**config.mk**
```make
export PLATFORM = sky130hd
export DESIGN_NAME = mult_arbiter_flat
export DESIGN_NICKNAME = d
export VERILOG_FILES = /design/src/rtl/mult_arbiter_if.sv /design/src/rtl/mult_arbiter.sv /design/src/flat_wrapper.sv
export SDC_FILE = /design/constraint.sdc
export NUM_CORES = 1
export LEC_CHECK = 0
export CORE_MARGIN = 4
export CORE_UTILIZATION = 25
export CTS_CLUSTER_SIZE = 14
export DETAILED_ROUTE_END_ITERATION = 8
export MAX_ROUTING_LAYER = met4
export PLACE_DENSITY = 0.57
export SLEW_MARGIN = 25
export SYNTH_ARGS = -nofsm -noshare
export SYNTH_HDL_FRONTEND = slang
export SYNTH_SLANG_ARGS = --single-unit
export TNS_END_PERCENT = 50
```
**constraint.sdc**
```tcl
create_clock -name clk -period 1.9 [get_ports clk]
set_input_delay 0.285 -clock clk [delete_from_list [all_inputs] [get_ports clk]]
set_output_delay 0.285 -clock clk [all_outputs]
set_load 0.02 [all_outputs]
```
**src/rtl/mult_arbiter_if.sv**
```systemverilog
// Requester, response and multiplier-side signals of mult_arbiter.
// The master modport is the arbiter's view. The slave modport is the system's view.
interface mult_arbiter_if #(
   parameter int unsigned NUM_REQ = 4
);
   logic [NUM_REQ-1:0]   req_valid;
   logic [8*NUM_REQ-1:0] req_a;
   logic [8*NUM_REQ-1:0] req_b;
   logic [NUM_REQ-1:0]   req_ready;
   logic [NUM_REQ-1:0]   rsp_valid;
   logic [15:0]          rsp_data;
   logic                 rsp_err;
   logic                 busy;
   logic                 mult_valid;
   logic [7:0]           mult_a;
   logic [7:0]           mult_b;
   logic                 mult_done;
   logic [15:0]          mult_y;

   modport master (
      input  req_valid, req_a, req_b, mult_done, mult_y,
      output req_ready, rsp_valid, rsp_data, rsp_err, busy,
             mult_valid, mult_a, mult_b
   );

   modport slave (
      output req_valid, req_a, req_b, mult_done, mult_y,
      input  req_ready, rsp_valid, rsp_data, rsp_err, busy,
             mult_valid, mult_a, mult_b
   );
endinterface

```
**src/rtl/mult_arbiter.sv**
```systemverilog
// Round-robin scheduler sharing one 8x8 signed multiplier among NUM_REQ requesters.
// Defining MULT_ARB_TIMEOUT_EN adds a WAIT watchdog that produces an error response.
module mult_arbiter #(
   parameter int unsigned NUM_REQ        = 4,
   parameter int unsigned TIMEOUT_CYCLES = 64
) (
   input  logic           clk,
   input  logic           rst,
   mult_arbiter_if.master bus
);

   localparam int unsigned IDX_W = (NUM_REQ > 1) ? $clog2(NUM_REQ) : 1;
   typedef logic [IDX_W-1:0] idx_t;

   typedef enum logic [2:0] {
      IDLE,
      ISSUE,
      WAIT,
      RESP,
      DRAIN
   } state_e;

   state_e       state_q, state_d;
   idx_t         last_grant_q, last_grant_d;
   idx_t         grant_q, grant_d;
   logic [7:0]   mult_a_q, mult_a_d;
   logic [7:0]   mult_b_q, mult_b_d;
   logic [15:0]  prod_q, prod_d;
   logic         err_q, err_d;

   logic               pick_found;
   idx_t               pick_idx;
   idx_t               cand;
   logic [7:0]         pick_a;
   logic [7:0]         pick_b;
   logic [NUM_REQ-1:0] pick_oh;
   logic [NUM_REQ-1:0] grant_oh;

   logic [NUM_REQ-1:0] req_ready_c;
   logic [NUM_REQ-1:0] rsp_valid_c;
   logic               mult_valid_c;

`ifdef MULT_ARB_TIMEOUT_EN
   localparam int unsigned CNT_W = $clog2(TIMEOUT_CYCLES + 1);
   logic [CNT_W-1:0] cnt_q, cnt_d;
`endif

   // Upward search starting one past the previous winner, wrapping at NUM_REQ.
   always_comb begin
      pick_found = 1'b0;
      pick_idx   = '0;
      cand       = '0;
      for (int unsigned i = 1; i <= NUM_REQ; i++) begin
         cand = idx_t'((32'(last_grant_q) + i) % NUM_REQ);
         if (!pick_found && bus.req_valid[cand]) begin
            pick_found = 1'b1;
            pick_idx   = cand;
         end
      end
   end

   always_comb begin
      pick_a   = '0;
      pick_b   = '0;
      pick_oh  = '0;
      grant_oh = '0;
      for (int unsigned j = 0; j < NUM_REQ; j++) begin
         if (idx_t'(j) == pick_idx) begin
            pick_a     = bus.req_a[8*j +: 8];
            pick_b     = bus.req_b[8*j +: 8];
            pick_oh[j] = 1'b1;
         end
         if (idx_t'(j) == grant_q) begin
            grant_oh[j] = 1'b1;
         end
      end
   end

   always_comb begin
      state_d      = state_q;
      last_grant_d = last_grant_q;
      grant_d      = grant_q;
      mult_a_d     = mult_a_q;
      mult_b_d     = mult_b_q;
      prod_d       = prod_q;
      err_d        = err_q;
      req_ready_c  = '0;
      rsp_valid_c  = '0;
      mult_valid_c = 1'b0;
`ifdef MULT_ARB_TIMEOUT_EN
      cnt_d        = cnt_q;
`endif
      case (state_q)
         IDLE: begin
            if (rst && pick_found) begin
               req_ready_c  = pick_oh;
               mult_a_d     = pick_a;
               mult_b_d     = pick_b;
               grant_d      = pick_idx;
               last_grant_d = pick_idx;
               err_d        = 1'b0;
               state_d      = ISSUE;
            end
         end
         ISSUE: begin
            mult_valid_c = 1'b1;
`ifdef MULT_ARB_TIMEOUT_EN
            cnt_d        = '0;
`endif
            state_d      = WAIT;
         end
         WAIT: begin
            if (bus.mult_done) begin
               prod_d  = bus.mult_y;
               err_d   = 1'b0;
               state_d = RESP;
            end
`ifdef MULT_ARB_TIMEOUT_EN
            else if (cnt_q == CNT_W'(TIMEOUT_CYCLES - 1)) begin
               prod_d  = '0;
               err_d   = 1'b1;
               state_d = RESP;
            end else begin
               cnt_d = cnt_q + 1'b1;
            end
`endif
         end
         RESP: begin
            rsp_valid_c = grant_oh;
`ifdef MULT_ARB_TIMEOUT_EN
            // A timed-out multiplier never raised done, so there is nothing to drain.
            state_d     = err_q ? IDLE : DRAIN;
`else
            state_d     = DRAIN;
`endif
         end
         DRAIN: begin
            if (!bus.mult_done) begin
               state_d = IDLE;
            end
         end
         default: state_d = IDLE;
      endcase
   end

   always_ff @(posedge clk) begin
      if (!rst) begin
         state_q      <= IDLE;
         last_grant_q <= idx_t'(NUM_REQ - 1);
         grant_q      <= '0;
         mult_a_q     <= '0;
         mult_b_q     <= '0;
         prod_q       <= '0;
         err_q        <= 1'b0;
      end else begin
         state_q      <= state_d;
         last_grant_q <= last_grant_d;
         grant_q      <= grant_d;
         mult_a_q     <= mult_a_d;
         mult_b_q     <= mult_b_d;
         prod_q       <= prod_d;
         err_q        <= err_d;
      end
   end

`ifdef MULT_ARB_TIMEOUT_EN
   always_ff @(posedge clk) begin
      if (!rst) begin
         cnt_q <= '0;
      end else begin
         cnt_q <= cnt_d;
      end
   end

   assign bus.rsp_err = (state_q == RESP) && err_q;
`else
   assign bus.rsp_err = 1'b0;
`endif

   assign bus.req_ready  = req_ready_c;
   assign bus.rsp_valid  = rsp_valid_c;
   assign bus.rsp_data   = (state_q == RESP) ? prod_q : '0;
   assign bus.busy       = (state_q != IDLE);
   assign bus.mult_valid = mult_valid_c;
   assign bus.mult_a     = mult_a_q;
   assign bus.mult_b     = mult_b_q;

endmodule

```
**src/flat_wrapper.sv**
```systemverilog
// flat-port wrapper written by rule: the top's interface ports become plain ports
module mult_arbiter_flat 
#(
   parameter int unsigned NUM_REQ        = 4,
   parameter int unsigned TIMEOUT_CYCLES = 64
)
  (clk, rst, bus_req_valid, bus_req_a, bus_req_b, bus_mult_done, bus_mult_y, bus_req_ready, bus_rsp_valid, bus_rsp_data, bus_rsp_err, bus_busy, bus_mult_valid, bus_mult_a, bus_mult_b);
  mult_arbiter_if #(.NUM_REQ(NUM_REQ)) bus_i ();
  input  logic clk;
  input  logic rst;
  input wire logic [$bits(bus_i.req_valid)-1:0] bus_req_valid;
  input wire logic [$bits(bus_i.req_a)-1:0] bus_req_a;
  input wire logic [$bits(bus_i.req_b)-1:0] bus_req_b;
  input wire logic [$bits(bus_i.mult_done)-1:0] bus_mult_done;
  input wire logic [$bits(bus_i.mult_y)-1:0] bus_mult_y;
  output wire logic [$bits(bus_i.req_ready)-1:0] bus_req_ready;
  output wire logic [$bits(bus_i.rsp_valid)-1:0] bus_rsp_valid;
  output wire logic [$bits(bus_i.rsp_data)-1:0] bus_rsp_data;
  output wire logic [$bits(bus_i.rsp_err)-1:0] bus_rsp_err;
  output wire logic [$bits(bus_i.busy)-1:0] bus_busy;
  output wire logic [$bits(bus_i.mult_valid)-1:0] bus_mult_valid;
  output wire logic [$bits(bus_i.mult_a)-1:0] bus_mult_a;
  output wire logic [$bits(bus_i.mult_b)-1:0] bus_mult_b;
  assign bus_i.req_valid = bus_req_valid;
  assign bus_i.req_a = bus_req_a;
  assign bus_i.req_b = bus_req_b;
  assign bus_i.mult_done = bus_mult_done;
  assign bus_i.mult_y = bus_mult_y;
  assign bus_req_ready = bus_i.req_ready;
  assign bus_rsp_valid = bus_i.rsp_valid;
  assign bus_rsp_data = bus_i.rsp_data;
  assign bus_rsp_err = bus_i.rsp_err;
  assign bus_busy = bus_i.busy;
  assign bus_mult_valid = bus_i.mult_valid;
  assign bus_mult_a = bus_i.mult_a;
  assign bus_mult_b = bus_i.mult_b;
  mult_arbiter #(.NUM_REQ(NUM_REQ), .TIMEOUT_CYCLES(TIMEOUT_CYCLES)) u_core (.clk(clk), .rst(rst), .bus(bus_i));
endmodule
```
== After elaboration in Yosys (flattened, before gate mapping) ==
Cells that the tools add are included.
Word-level totals
  word-level logic and storage cells: 82
  register bits after elaboration: 39
Operators by class
  reduce and logical (&&, ||, !) cells: 14
  eq/ne operators: 13
  order comparisons: 4
  add/subtract/negate cells: 4
  mux-type cells: 41
Operators with widths (count)
  two-way mux 8 bit: 8
  two-way mux 1 bit: 17
  two-way mux 16 bit: 1
  one-hot mux 3 bit (5 select lines): 1
  < comparator 2 x 3 -> 1 bit, second input constant: 4
  two-way mux 4 bit: 3
  two-way mux 3 bit: 3
  binary-select mux 1 bit (select 2 bit): 4
  equality test 2 bit, first input constant: 4
  two-way mux 2 bit: 4
  equality test 3 x 2 -> 1 bit, second input constant: 2
  adder 2 x 1 -> 2 bit, second input constant: 2
  adder 2 bit, second input constant: 2
  equality test 1 x 2 -> 1 bit, first input constant: 2
  logical AND 1 bit: 4
  logical NOT 2 bit: 2
  != test 2 bit, second input constant: 2
  AND reduction 2 bit: 2
  equality test 3 x 1 -> 1 bit, second input constant: 1
  equality test 3 bit, second input constant: 1
  logical NOT 1 bit: 3
  logical NOT 3 bit: 1
  AND reduction 3 bit: 1
  nonzero test 3 bit: 1
  != test 2 x 1 -> 1 bit, second input constant: 1

== Logic depth before layout (Yosys ltp) ==
  depth after elaboration: 18
  mapped depth: 7
  mapped depth without buffers: 5

== Worst setup path after synthesis ==
OpenSTA, ideal clock, no wires.
  path type: register to output
  from: reg u_core.state_q[1]
  to: out bus_req_ready[1]
  cell stages (with the launch flop): 7
  required time: 1.615 ns
  path buffers: 3
  data arrival time: 1.670 ns
  slack: -0.055 ns
  path through: dfxtp_1 > clkbuf_1 > a21oi_1 > nand3_1 > buf_2 > buf_2 > nor3b_1
Between the ends
  longest elaborated chain between the ends: 2
Ends and longest elaborated chain
  start, declared: line mult_arbiter.sv:23  | state_e state_q, state_d;
  start signal, assigned: line mult_arbiter.sv:156  | state_q <= state_d;
  logical NOT 3 bit: line mult_arbiter.sv:93  | case (state_q)
  two-way mux 4 bit: line mult_arbiter.sv:93
  end, declared: line flat_wrapper.sv:16  | output wire logic [$bits(bus_i.req_ready)-1:0] bus_req_ready;
No other way between the ends.

== Worst setup path after layout ==
  from: reg u_core.last_grant_q[0]
  to: out bus_req_ready[1]
Between the ends
  longest elaborated chain between the ends: 17
  elaborated cells between the ends (all ways): 31
  those cells by class: 4 x add/sub; 1 x eq/ne; 19 x mux; 7 x reduce/logical
Ends and longest elaborated chain
  start, declared: line mult_arbiter.sv:24  | idx_t last_grant_q, last_grant_d;
  start signal, assigned: line mult_arbiter.sv:149  | last_grant_q <= idx_t'(NUM_REQ - 1);
  start signal, assigned: line mult_arbiter.sv:157  | last_grant_q <= last_grant_d;
  adder 2 x 1 -> 2 bit: line mult_arbiter.sv:54  | cand = idx_t'((32'(last_grant_q) + i) % NUM_REQ);
  binary-select mux 1 bit (select 2 bit): line mult_arbiter.sv:55  | if (!pick_found && bus.req_valid[cand]) begin
  two-way mux 1 bit (implied by the code): line mult_arbiter.sv:55
  two-way mux 1 bit: line mult_arbiter.sv:55
  logical NOT 1 bit: line mult_arbiter.sv:55
  logical AND 1 bit: line mult_arbiter.sv:55
  two-way mux 1 bit: line mult_arbiter.sv:55
  logical NOT 1 bit: line mult_arbiter.sv:55
  logical AND 1 bit: line mult_arbiter.sv:55
  two-way mux 1 bit: line mult_arbiter.sv:55
  logical NOT 1 bit: line mult_arbiter.sv:55
  logical AND 1 bit: line mult_arbiter.sv:55
  two-way mux 2 bit: line mult_arbiter.sv:55
  equality test 1 x 2 -> 1 bit: line mult_arbiter.sv:68  | if (idx_t'(j) == pick_idx) begin
  two-way mux 1 bit: line mult_arbiter.sv:68
  two-way mux 4 bit *: line mult_arbiter.sv:95  | if (rst && pick_found) begin
  two-way mux 4 bit *: line mult_arbiter.sv:93
Every way passes the cells marked *; elsewhere a longest branch is shown, timed or not. The select of a mux whose other input is x is not followed.

==> flow_metrics.env <==
export IMPL_synth_seq_area_share_pct=34.4
export IMPL_cpMostUsedCell="sky130_fd_sc_hd__buf_6"
export IMPL_postRouteWirelength_mm=6.72
export IMPL_timing_critical_path_to_type="output port"
export IMPL_p_leak_nw=1.58
export IMPL_number_of_max_cap_violations=0
export IMPL_hpwl_mm=5.13
export IMPL_synthesis_area_per_instance_sq_um=8.96
export IMPL_violations_in_the_final_reports="negative setup slack"
export IMPL_timing_critical_path_required_ns=1.62
export IMPL_final_max_slew_violation_count=0
export IMPL_port_buffer_count=128
export IMPL_path_cells="buf_6 -> nor3b_2 -> buf_4 -> a211oi_4 -> buf_6 -> buf_6 -> nor3b_2 -> buf_4"
export IMPL_global_route_met1_usage_pct=14.9
export IMPL_htreeDepth=2
export IMPL_met2_usage_pct=20.5
export IMPL_global_route_usage_total_pct=12.3
export IMPL_synthCells=253
export IMPL_area_of_the_multi_input_gates_sq_um=1400
export IMPL_layout_stage_area_growth_over_the_synthesis_result_pct=70.9
export IMPL_number_of_antenna_violations_at_the_first_check_in_global_routing=0
export IMPL_first_global_vias=2183
export IMPL_synth_ff_latch_count=39
export IMPL_worstSetupStartpointType="flip-flop"
export IMPL_rsz0062_at_grt="true"
export IMPL_min_path_type="flip-flop to flip-flop"
export IMPL_fin_nets=481
export IMPL_seqCellArea_sq_um=783
export IMPL_cts_reportedPaths_clkPinSlew_ns=0.08
export IMPL_cts_sink_count=39
export IMPL_drc=0
export IMPL_grt_pass1_wl_mm=10.0
export IMPL_global_route_peak_usage_layer="met2"
export IMPL_io_count=130
export IMPL_tritoncts_buffer_count=5
export IMPL_mappedNetlistNets=340
export IMPL_detail_route_first_pass_iterations=3
export IMPL_power_ir_vdd_worst_uv=387
export IMPL_final_layout_size_suffix_gt1_share_pct=22.3
export IMPL_grt_max_degree=35
export IMPL_outcome="finished, violations left"
export IMPL_root_buf_cell="sky130_fd_sc_hd__clkbuf_8"
export IMPL_route_vias_total=2245
export IMPL_post_drt_via_cell_ratio=4.46
export IMPL_cts_hold_buffers_added=0
export IMPL_ant_nets=0
export IMPL_dp_cells=490
export IMPL_die_height_um=103
export IMPL_async_sr_flop_fraction_pct=0
export IMPL_totalNegativeSetupSlack_ns=-0.0561
export IMPL_tritoncts="built"
export IMPL_ys_warnings_count=0
export IMPL_die_w_um=103
export IMPL_min_clock_period_post_route_ns=1.95
export IMPL_synth_main_ff_cell="sky130_fd_sc_hd__dfxtp_1"
export IMPL_fin_crit_sh_pct=103
export IMPL_number_of_enable_type_register_cells_in_the_synthesized_netlist=0
export IMPL_dieArea_sq_um=10700
export IMPL_arrival_ns=1.66
export IMPL_critical_path_max_stage_delay_ns=0.33
export IMPL_power_density_nw_per_um2=946
export IMPL_setup_worst_path_class="flip-flop to output port"
export IMPL_final_critical_path_setup_slack_ns=-0.0487
export IMPL_dr_first_iter_drc_count=47
export IMPL_final_hold_viol_count=0
export IMPL_fin_skew_ns=0.00497
export IMPL_rows=34
export IMPL_use_met3_pct=3.49
export IMPL_initial_core_util_pct=25.9
export IMPL_global_route_overflow_total=0
export IMPL_syn_cell_area_sq_um=2270
export IMPL_setup_viol_count_final=2
export IMPL_routed_wire_length_per_instance_um=13.4
export IMPL_fill_cells=901
export IMPL_crit_path_top_delay_cell="sky130_fd_sc_hd__dfxtp_2"
export IMPL_gp_congestion=0.873
export IMPL_totalPowerFinal_mw=3.66
export IMPL_layout_core_utilization_pct=44.2
export IMPL_instances_no_fill=503
export IMPL_critPathMaxFanout=3
export IMPL_antenna_cells_inserted=0
export IMPL_core_area_sq_um=8760
export IMPL_cts_buffer_depth=2
export IMPL_fmaxAchievable_ghz=0.513
export IMPL_worst_skew_pair_late_latency_ns=0.29
export IMPL_ys_types=36
final timing paths:
kind,depth (start not counted),start,endpoint,slack (ns)
setup / recovery,8,u_core.last_grant_q[0],bus_req_ready[1],-0.05
setup reg to reg,8,u_core.last_grant_q[0],u_core.bus.mult_a[0],0.06
hold / removal,2,u_core.prod_q[14],u_core.prod_q[14],0.45
hold reg to reg,2,u_core.prod_q[14],u_core.prod_q[14],0.45
synth_stat cells (2+ instances only):
master	number	area share, %
sky130_fd_sc_hd__buf_8	2	1.3
sky130_fd_sc_hd__inv_1	2	0.33
sky130_fd_sc_hd__o21ai_1	10	2.2
sky130_fd_sc_hd__a21oi_1	3	0.66
sky130_fd_sc_hd__and3b_1	2	0.77
sky130_fd_sc_hd__o21a_1	2	0.66
sky130_fd_sc_hd__nand3_1	18	4.0
sky130_fd_sc_hd__o22a_1	2	0.77
sky130_fd_sc_hd__buf_12	2	1.8
sky130_fd_sc_hd__and2_1	16	4.4
sky130_fd_sc_hd__a21boi_1	4	1.3
sky130_fd_sc_hd__clkbuf_1	11	1.8
sky130_fd_sc_hd__nor3b_1	5	1.7
sky130_fd_sc_hd__nand2b_1	2	0.55
sky130_fd_sc_hd__nand2_1	38	6.3
sky130_fd_sc_hd__and3_1	3	0.83
sky130_fd_sc_hd__nor3_1	2	0.44
sky130_fd_sc_hd__mux2_2	12	6.0
sky130_fd_sc_hd__dfxtp_1	39	34
sky130_fd_sc_hd__nor2_1	8	1.3
sky130_fd_sc_hd__o21ai_2	7	2.7
sky130_fd_sc_hd__a21boi_0	13	4.3
sky130_fd_sc_hd__mux2_4	4	2.6
sky130_fd_sc_hd__buf_2	3	0.66
sky130_fd_sc_hd__mux2i_1	32	14
kinds of logic after synthesis:
| group | synth area share, % |
|---|---|
| xor gates and xnor gates | 0.386 |
| muxes | 22.7 |
| other | 0.165 |
| and+or+nand+nor | 21.7 |
| DFF | 34.4 |
| AOI/OAI and AO/OA | 13.8 |
| buffers and inverters | 6.73 |
critical path: cells and delay by family, from the launching register on:
kind / cells / cell delay, ns
AOI/OAI and AO/OA: 1 / 0.04
and+or+nand+nor: 2 / 0.34
buffers and inverters: 5 / 0.67
DFF: 1 / 0.33
registers in the layout (all words and copies together), names as in the netlist:
register             flops
u_core.last_grant_q      2
u_core.state_q           3
u_core.grant_q           2
u_core.bus.mult_a        8
u_core.bus.mult_b        8
u_core.prod_q           16
metal layers:
metal	routed length (um)	up-vias
met4	52	0
met2	3020	100
li1	-	1155
met5	0	-
met3	613	6
met1	3030	984
area by class of cell:
cell class / count / area share, %
clock inverter: 3 / 0.388
timing repair buffer: 154 / 37.9
clock buffer: 5 / 1.78
sequential: 39 / 20.2
multi-input combinational: 192 / 36.0
inverter: 2 / 0.194
tap: 108 / 3.49
through the flow:
stage | instance area, sq um | hold slack (ns) | worst slack (ns)
floorplan | 2270 | 0.420 | 0.0262
global placement | 3730 | 0.437 | -0.651
detailed placement | 3730 | 0.441 | -0.669
CTS | 3870 | 0.452 | -0.104
global route | 3870 | 0.482 | -0.136
finish | 3870 | 0.449 | -0.0487
power by group:
group          internal [mW]  switching (mW)
Clock                  0.251           0.291
Sequential              1.01           0.105
Combinational           1.10           0.915
Total                   2.35            1.31
timing repair:
item,4_1_cts,5_1_grt
cloned,0,1
pin swaps,4,5
resized for setup,63,40
hold endpoints to repair,0,0
setup endpoints to repair,40,39
setup buffers,5,0
layout by cell type, fill, tap and decap left out, types with 3 or more instances in the layout:
cell                              count
sky130_fd_sc_hd__a21boi_0            13
sky130_fd_sc_hd__a21boi_1             4
sky130_fd_sc_hd__a21oi_1              3
sky130_fd_sc_hd__and2_1              16
sky130_fd_sc_hd__and3_1               3
sky130_fd_sc_hd__buf_4               18
sky130_fd_sc_hd__buf_6                9
sky130_fd_sc_hd__clkbuf_2            13
sky130_fd_sc_hd__clkbuf_8             5
sky130_fd_sc_hd__clkdlybuf4s15_1      5
sky130_fd_sc_hd__clkdlybuf4s50_1     98
sky130_fd_sc_hd__clkinv_2             3
sky130_fd_sc_hd__dfxtp_1             37
sky130_fd_sc_hd__dlygate4sd2_1        8
sky130_fd_sc_hd__mux2_2              12
sky130_fd_sc_hd__mux2_4               4
sky130_fd_sc_hd__mux2i_1             30
sky130_fd_sc_hd__nand2_1             37
sky130_fd_sc_hd__nand3_1             17
sky130_fd_sc_hd__nor2_1               7
sky130_fd_sc_hd__nor3b_1              3
sky130_fd_sc_hd__o21ai_1              9
sky130_fd_sc_hd__o21ai_2              8
Note: power is estimated with default switching activity, not from simulation.
